## config.mk

```make
export PLATFORM = sky130hd
export DESIGN_NAME = pp_accumulator
export DESIGN_NICKNAME = d
export VERILOG_FILES = /design/src/rtl/booth_pkg.sv /design/src/rtl/csa_3to2.sv /design/src/rtl/pp_accumulator.sv
export SDC_FILE = /design/constraint.sdc
export NUM_CORES = 1
export LEC_CHECK = 0
export CAP_MARGIN = 10
export CORE_MARGIN = 2
export CORE_UTILIZATION = 60
export DETAILED_ROUTE_END_ITERATION = 7
export PLACE_DENSITY = 0.85
export SETUP_SLACK_MARGIN = 0.4
export SYNTH_ARGS = -nofsm -noshare
export SYNTH_HDL_FRONTEND = slang
export SYNTH_SLANG_ARGS = --single-unit
```

## constraint.sdc

```tcl
create_clock -name clk -period 9.4 [get_ports clk]
set_clock_uncertainty 0.15 [all_clocks]
set_input_delay 1.88 -clock clk [delete_from_list [all_inputs] [get_ports clk]]
set_output_delay 1.88 -clock clk [all_outputs]
set_load 0.005 [all_outputs]
```

## src/rtl/booth_pkg.sv

```systemverilog
// Shared widths, constants and pipeline record types for the Booth
// multiply-accumulate back end.
package booth_pkg;

  localparam int PP_ROW0_W = 11;
  localparam int PP_ROW_W  = 9;
  localparam int PROD_W    = 16;
  localparam int N_ROWS    = 4;
  localparam int N_ADDENDS = 9;

  // Sign-extension correction folded into one constant instead of per-row ones.
  localparam logic [PROD_W-1:0] SEXT_K = 16'hA800;

  localparam logic [N_ROWS-1:0][3:0] ROW_SHIFT = {4'd6, 4'd4, 4'd2, 4'd0};

  typedef struct packed {
    logic              valid;
    logic              last;
    logic [PROD_W-1:0] sum;
    logic [PROD_W-1:0] carry;
  } s1_t;

  typedef struct packed {
    logic              valid;
    logic              last;
    logic [PROD_W-1:0] prod;
  } s2_t;

  function automatic logic [PROD_W-1:0] place_row(input logic [PP_ROW0_W-1:0] row,
                                                  input logic [3:0]           shift);
    return {{(PROD_W-PP_ROW0_W){1'b0}}, row} << shift;
  endfunction

endpackage

```

## src/rtl/csa_3to2.sv

```systemverilog
// Parameterised 3:2 carry-save compressor; carry is returned already
// shifted into its weight position, truncated to W bits.
module csa_3to2 #(
  parameter int W = 16
) (
  input  logic [W-1:0] i_a,
  input  logic [W-1:0] i_b,
  input  logic [W-1:0] i_c,
  output logic [W-1:0] o_sum,
  output logic [W-1:0] o_carry
);

  logic [W-2:0] w_maj;

  assign o_sum   = i_a ^ i_b ^ i_c;
  assign w_maj   = (i_a[W-2:0] & i_b[W-2:0]) | (i_a[W-2:0] & i_c[W-2:0]) |
                   (i_b[W-2:0] & i_c[W-2:0]);
  assign o_carry = {w_maj, 1'b0};

endmodule

```

## src/rtl/pp_accumulator.sv

```systemverilog
// Booth partial-product reduction into a 16-bit product, followed by a
// saturating burst accumulator with a valid/ready result port.
module pp_accumulator
  import booth_pkg::*;
#(
  parameter int ACC_W = 20
) (
  input  logic                 clk,
  input  logic                 reset,
  input  logic                 in_valid,
  output logic                 in_ready,
  input  logic                 in_last,
  input  logic [PP_ROW0_W-1:0] pp0,
  input  logic [PP_ROW_W-1:0]  pp1,
  input  logic [PP_ROW_W-1:0]  pp2,
  input  logic [PP_ROW_W-1:0]  pp3,
  input  logic                 neg0,
  input  logic                 neg1,
  input  logic                 neg2,
  input  logic                 neg3,
  output logic                 out_valid,
  input  logic                 out_ready,
  output logic [ACC_W-1:0]     out_acc,
  output logic                 out_ovf
);

  localparam logic [ACC_W-1:0] ACC_MAX = {1'b0, {(ACC_W-1){1'b1}}};
  localparam logic [ACC_W-1:0] ACC_MIN = {1'b1, {(ACC_W-1){1'b0}}};

  logic [PROD_W-1:0]    w_add [N_ADDENDS];
  logic [PROD_W-1:0]    w_l1  [6];
  logic [PROD_W-1:0]    w_l2  [4];
  logic [PROD_W-1:0]    w_l3  [3];
  logic [PROD_W-1:0]    w_s;
  logic [PROD_W-1:0]    w_c;
  logic [PP_ROW_W-1:0]  w_rows [1:N_ROWS-1];
  logic [N_ROWS-1:0]    w_neg;
  logic                 w_adv;

  s1_t                  r_s1;
  s2_t                  r_s2;
  logic [ACC_W-1:0]     r_acc;
  logic                 r_first;
  logic                 r_ovf;
  logic                 r_out_valid;
  logic [ACC_W-1:0]     r_out_acc;
  logic                 r_out_ovf;

  logic [ACC_W:0]       w_p_ext;
  logic [ACC_W:0]       w_acc_ext;
  logic [ACC_W:0]       w_sum;
  logic                 w_clip;
  logic [ACC_W-1:0]     w_sat;

  assign w_rows[1] = pp1;
  assign w_rows[2] = pp2;
  assign w_rows[3] = pp3;
  assign w_neg     = {neg3, neg2, neg1, neg0};

  // Addend order: rows 0..3, negate bits 0..3, correction constant.
  assign w_add[0] = place_row(pp0, ROW_SHIFT[0]);
  generate
    for (genvar gi = 1; gi < N_ROWS; gi++) begin : g_rows
      assign w_add[gi] = place_row({2'b00, w_rows[gi]}, ROW_SHIFT[gi]);
    end
    for (genvar gi = 0; gi < N_ROWS; gi++) begin : g_negs
      assign w_add[N_ROWS+gi] = place_row({{(PP_ROW0_W-1){1'b0}}, w_neg[gi]}, ROW_SHIFT[gi]);
    end
  endgenerate
  assign w_add[N_ADDENDS-1] = SEXT_K;

  // Wallace-style tree: 9 -> 6 -> 4 -> 3 -> 2.
  generate
    for (genvar gi = 0; gi < 3; gi++) begin : g_lvl1
      csa_3to2 #(.W(PROD_W)) u_csa (
        .i_a(w_add[3*gi]), .i_b(w_add[3*gi+1]), .i_c(w_add[3*gi+2]),
        .o_sum(w_l1[2*gi]), .o_carry(w_l1[2*gi+1])
      );
    end
    for (genvar gi = 0; gi < 2; gi++) begin : g_lvl2
      csa_3to2 #(.W(PROD_W)) u_csa (
        .i_a(w_l1[3*gi]), .i_b(w_l1[3*gi+1]), .i_c(w_l1[3*gi+2]),
        .o_sum(w_l2[2*gi]), .o_carry(w_l2[2*gi+1])
      );
    end
  endgenerate

  csa_3to2 #(.W(PROD_W)) u_csa_lvl3 (
    .i_a(w_l2[0]), .i_b(w_l2[1]), .i_c(w_l2[2]),
    .o_sum(w_l3[0]), .o_carry(w_l3[1])
  );
  assign w_l3[2] = w_l2[3];

  csa_3to2 #(.W(PROD_W)) u_csa_lvl4 (
    .i_a(w_l3[0]), .i_b(w_l3[1]), .i_c(w_l3[2]),
    .o_sum(w_s), .o_carry(w_c)
  );

  assign w_adv    = ~r_out_valid | out_ready;
  assign in_ready = w_adv;

  always_ff @(posedge clk or posedge reset) begin
    if (reset) begin
      r_s1 <= '0;
      r_s2 <= '0;
    end else if (w_adv) begin
      r_s1.valid <= in_valid;
      r_s1.last  <= in_last;
      r_s1.sum   <= w_s;
      r_s1.carry <= w_c;
      r_s2.valid <= r_s1.valid;
      r_s2.last  <= r_s1.last;
      r_s2.prod  <= r_s1.sum + r_s1.carry;
    end
  end

  // One guard bit above ACC_W is enough: |P| never exceeds 2^(ACC_W-1).
  assign w_p_ext   = {{(ACC_W+1-PROD_W){r_s2.prod[PROD_W-1]}}, r_s2.prod};
  assign w_acc_ext = r_first ? '0 : {r_acc[ACC_W-1], r_acc};
  assign w_sum     = w_acc_ext + w_p_ext;
  assign w_clip    = w_sum[ACC_W] ^ w_sum[ACC_W-1];
  assign w_sat     = w_clip ? (w_sum[ACC_W] ? ACC_MIN : ACC_MAX) : w_sum[ACC_W-1:0];

  always_ff @(posedge clk or posedge reset) begin
    if (reset) begin
      r_acc       <= '0;
      r_first     <= 1'b1;
      r_ovf       <= 1'b0;
      r_out_valid <= 1'b0;
      r_out_acc   <= '0;
      r_out_ovf   <= 1'b0;
    end else begin
      if (w_adv && r_s2.valid) begin
        r_acc <= w_sat;
        if (r_s2.last) begin
          r_first   <= 1'b1;
          r_ovf     <= 1'b0;
          r_out_acc <= w_sat;
          r_out_ovf <= r_ovf | w_clip;
        end else begin
          r_first <= 1'b0;
          r_ovf   <= r_ovf | w_clip;
        end
      end
      if (w_adv && r_s2.valid && r_s2.last)
        r_out_valid <= 1'b1;
      else if (out_ready)
        r_out_valid <= 1'b0;
    end
  end

  assign out_valid = r_out_valid;
  assign out_acc   = r_out_acc;
  assign out_ovf   = r_out_ovf;

endmodule

```

==> results.toml <==
[final_layout]
final_core_util = 0.713
seq_area_sq_um = 2300
drive_gt1_frac = 0.0736
fin_nets = 813
design_area_sq_um = 6880
syn_to_final_growth_pct = 17.1
n_fill_cell = 729
diodes = 0
multi_input_area_sq_um = 3410

[yosys]
synth_area_sq_um = 5870
yosys.area_share.simple = 0.161
synth_cell_types = 55
synth-edff-count = 0
synth_nets = 751
muxShareOfSynthArea = 0.0192
synth_common_cells = "nand2_1 (141), dfrtp_1 (91), ha_1 (62), a21oi_1 (53)"
ys_ff_latch = 92
synth.largest_area_cell = "dfrtp_1"
synth_cells = 626
yosysWarnings = 0
synth_area_leaders = "dfrtp_1 (39%), ha_1 (13%), nand2_1 (9.0%)"
synth_top_family_by_area = "adder cells"
synth-async-reset-ratio = 1.00
yosysSeqAreaShare = 0.392
syn_avg_cell_area_sq_um = 9.38
synth.most_common_cell = "nand2_1"
synth_compound_area_frac = 0.167
netlist.area_leader.share = 0.388
synthXorXnorAreaFrac = 0.0358
synth-main-ff-cell = "dfrtp_1"
synth_fa_ha_area_frac = 0.198

[timing]
maxSlewHeadroom = 0.384
finalHoldViolCount = 0
grt_setup_unrepaired = "no"
period_needed_ns = 5.83
fin_hold_ws_ns = 0.323
setup_total_negative_slack_ns = 0
slew_violations = 0
fin_crit_sh = 0.620
finalSetupViolations = 0
timing.fmax_ghz = 0.172
tightest_slew_ns = 0.924

[grt]
busiest_layer = "met2"
grt_max_degree = 93
gr-usage-met3 = 0.0332
overflow = 0
grt.total_usage = 0.253
antenna_found_initial = 0
grt_pass1_vias = 4623
grtUsageMet2 = 0.430
use_met1 = 0.330
grt_pass1_wl_mm = 21.0

[clock_network]
cts_resized = 0
cts_root_buffer = "clkbuf_8"
cts_buffers = 9
cts.htree.levels = 3
cts_tree = "yes"
postCtsSetupBuffers = 0
clock_sinks = 92
ctsHoldBuffers = 0
cts_buffer_depth = 2
clk_transition_reported_paths_ns = 0.09
clk_latency_ns = 0.37

[worst_setup_path]
arrival_ns = 3.80
startpoint_type = "primary input"
path_class = "primary input to primary output"
critPathCaptureType = "primary output"
worst_path_max_delay_cell = "clkdlybuf4s50_1"
cp_num_buf_inv = 5
path_cells = "clkdlybuf4s50_1, nor2b_2, buf_4, inv_2, buf_4, clkdlybuf4s50_1"
cp.required_ns = 7.37
cpPeakStageDelay_ns = 0.61
path_max_fanout = 53
crit_family = "buffers and inverters"

[run]
drv_cap = 0

[floorplanning]
dieHeight_um = 103
placementRows = 36
dieArea_sq_um = 10600
start_util = 0.609
ioPinCount = 70
core-area_sq_um = 9640
die_w_um = 103

[route]
num_vias = 4656
drt_wl_total_mm = 12.5
drt_iter0_drc = 196
postRouteAntennaNets = 0
dr.pass1.iters = 5
drc = 0
vias_per_cell = 5.64
routedWlPerCell_um = 15.1

[place]
placed_area_sq_um = 6660
port_buffers = 69
hpwl_mm = 9.23
finalWeightedCongestion = 0.906

[run_status]
status = "finished, final reports clean"

[min_path]
hold_class = "flip-flop to flip-flop"
==> layout make-up <==
cell class,instances,share of cell area
Clock inverter,5,0.00528
Sequential cell,92,0.335
Inverter,17,0.00946
Tap cell,133,0.0242
Timing Repair Buffer,73,0.108
Clock buffer,11,0.0220
Multi-Input combinational cell,495,0.496
==> worst reg2reg max path, delay by kind of cell (launching register included) <==
| kind | cells | cell delay, ns |
|---|---|---|
| flops | 1 | 0.82 |
| fa+ha+maj | 2 | 0.73 |
| compound gates | 5 | 1.77 |
| simple gates | 3 | 0.43 |
==> per-stage QoR <==
| stage | worst slack, ns | instances |
|---|---|---|
| detailed placement | 3.60 | 809 |
| floorplan | 4.98 | 626 |
| CTS | 3.58 | 825 |
| global placement | 3.60 | 809 |
| finish | 3.57 | 826 |
| global route | 3.46 | 826 |
==> cells in the final DEF, fill, tap and decap left out, types with 2 or more instances in the layout <==
cell / Yosys / layout
o31ai_1: 2 / 2
clkinv_4: 0 / 3
o31a_1: 2 / 2
nor4_1: 2 / 2
a21boi_2: 2 / 2
a21oi_2: 3 / 3
nand3_1: 3 / 3
or3_1: 3 / 3
ha_1: 62 / 62
a21o_1: 6 / 6
fa_1: 16 / 16
xnor2_1: 10 / 10
and3_1: 2 / 2
nand2_1: 141 / 141
o21ai_1: 2 / 2
o21ai_0: 41 / 41
mux2_2: 10 / 10
clkinv_2: 0 / 3
a31oi_1: 3 / 3
a311oi_1: 3 / 3
a211o_1: 3 / 3
nor3_1: 4 / 4
a21oi_1: 53 / 53
xor2_1: 14 / 14
nor2b_1: 21 / 20
buf_4: 0 / 3
a211oi_2: 3 / 3
o211ai_1: 4 / 4
o221ai_1: 2 / 2
and2_1: 2 / 2
clkdlybuf4s50_1: 0 / 69
maj3_2: 5 / 5
nor2_1: 41 / 41
o21a_1: 5 / 5
clkbuf_8: 0 / 11
dfrtp_1: 91 / 91
o21bai_1: 5 / 5
o22a_1: 4 / 4
inv_1: 16 / 15
==> cells by family (layout without fill, tap and decap cells) <==
group / count (synthesis) / in the layout
AO/OA/AOI/OAI: 153 / 153
AND/OR/NAND/NOR: 224 / 224
XOR/XNOR: 24 / 24
adder cells (fa/ha/maj): 84 / 84
flip-flops: 92 / 92
multiplexers: 10 / 10
buffers and inverters: 39 / 106
==> routing by layer <==
metal / vias up / share of wire / routed length, um
li1: 2278 / - / -
met3: 24 / 0.056 / 696
met1: 2207 / 0.43 / 5320
met2: 147 / 0.50 / 6210
met4: 0 / 0.022 / 276
met5: - / 0 / 0
==> registers in the layout, summed over array words and instances (netlist names) <==
register / cells
r_s1: 30
out_acc: 20
r_acc: 20
r_s2: 18
out_ovf: 1
out_valid: 1
r_first: 1
r_ovf: 1
==> worst paths after layout <==
path | endpoint | slack (ns) | start | cells after the start
hold / removal | r_s1[33] | 0.32 | r_s1[33] | 2
hold reg to reg | r_s1[33] | 0.32 | r_s1[33] | 2
max in group asynchronous | out_acc[4] | 6.74 | reset | 4
setup / recovery | in_ready | 3.57 | out_ready | 6
setup reg to reg | out_acc[3] | 5.33 | r_first | 10
min in group asynchronous | r_s1[15] | 1.72 | reset | 3
Power is not shown: default switching activity piles up to over one toggle a cycle in this logic, so the estimate is an artifact.
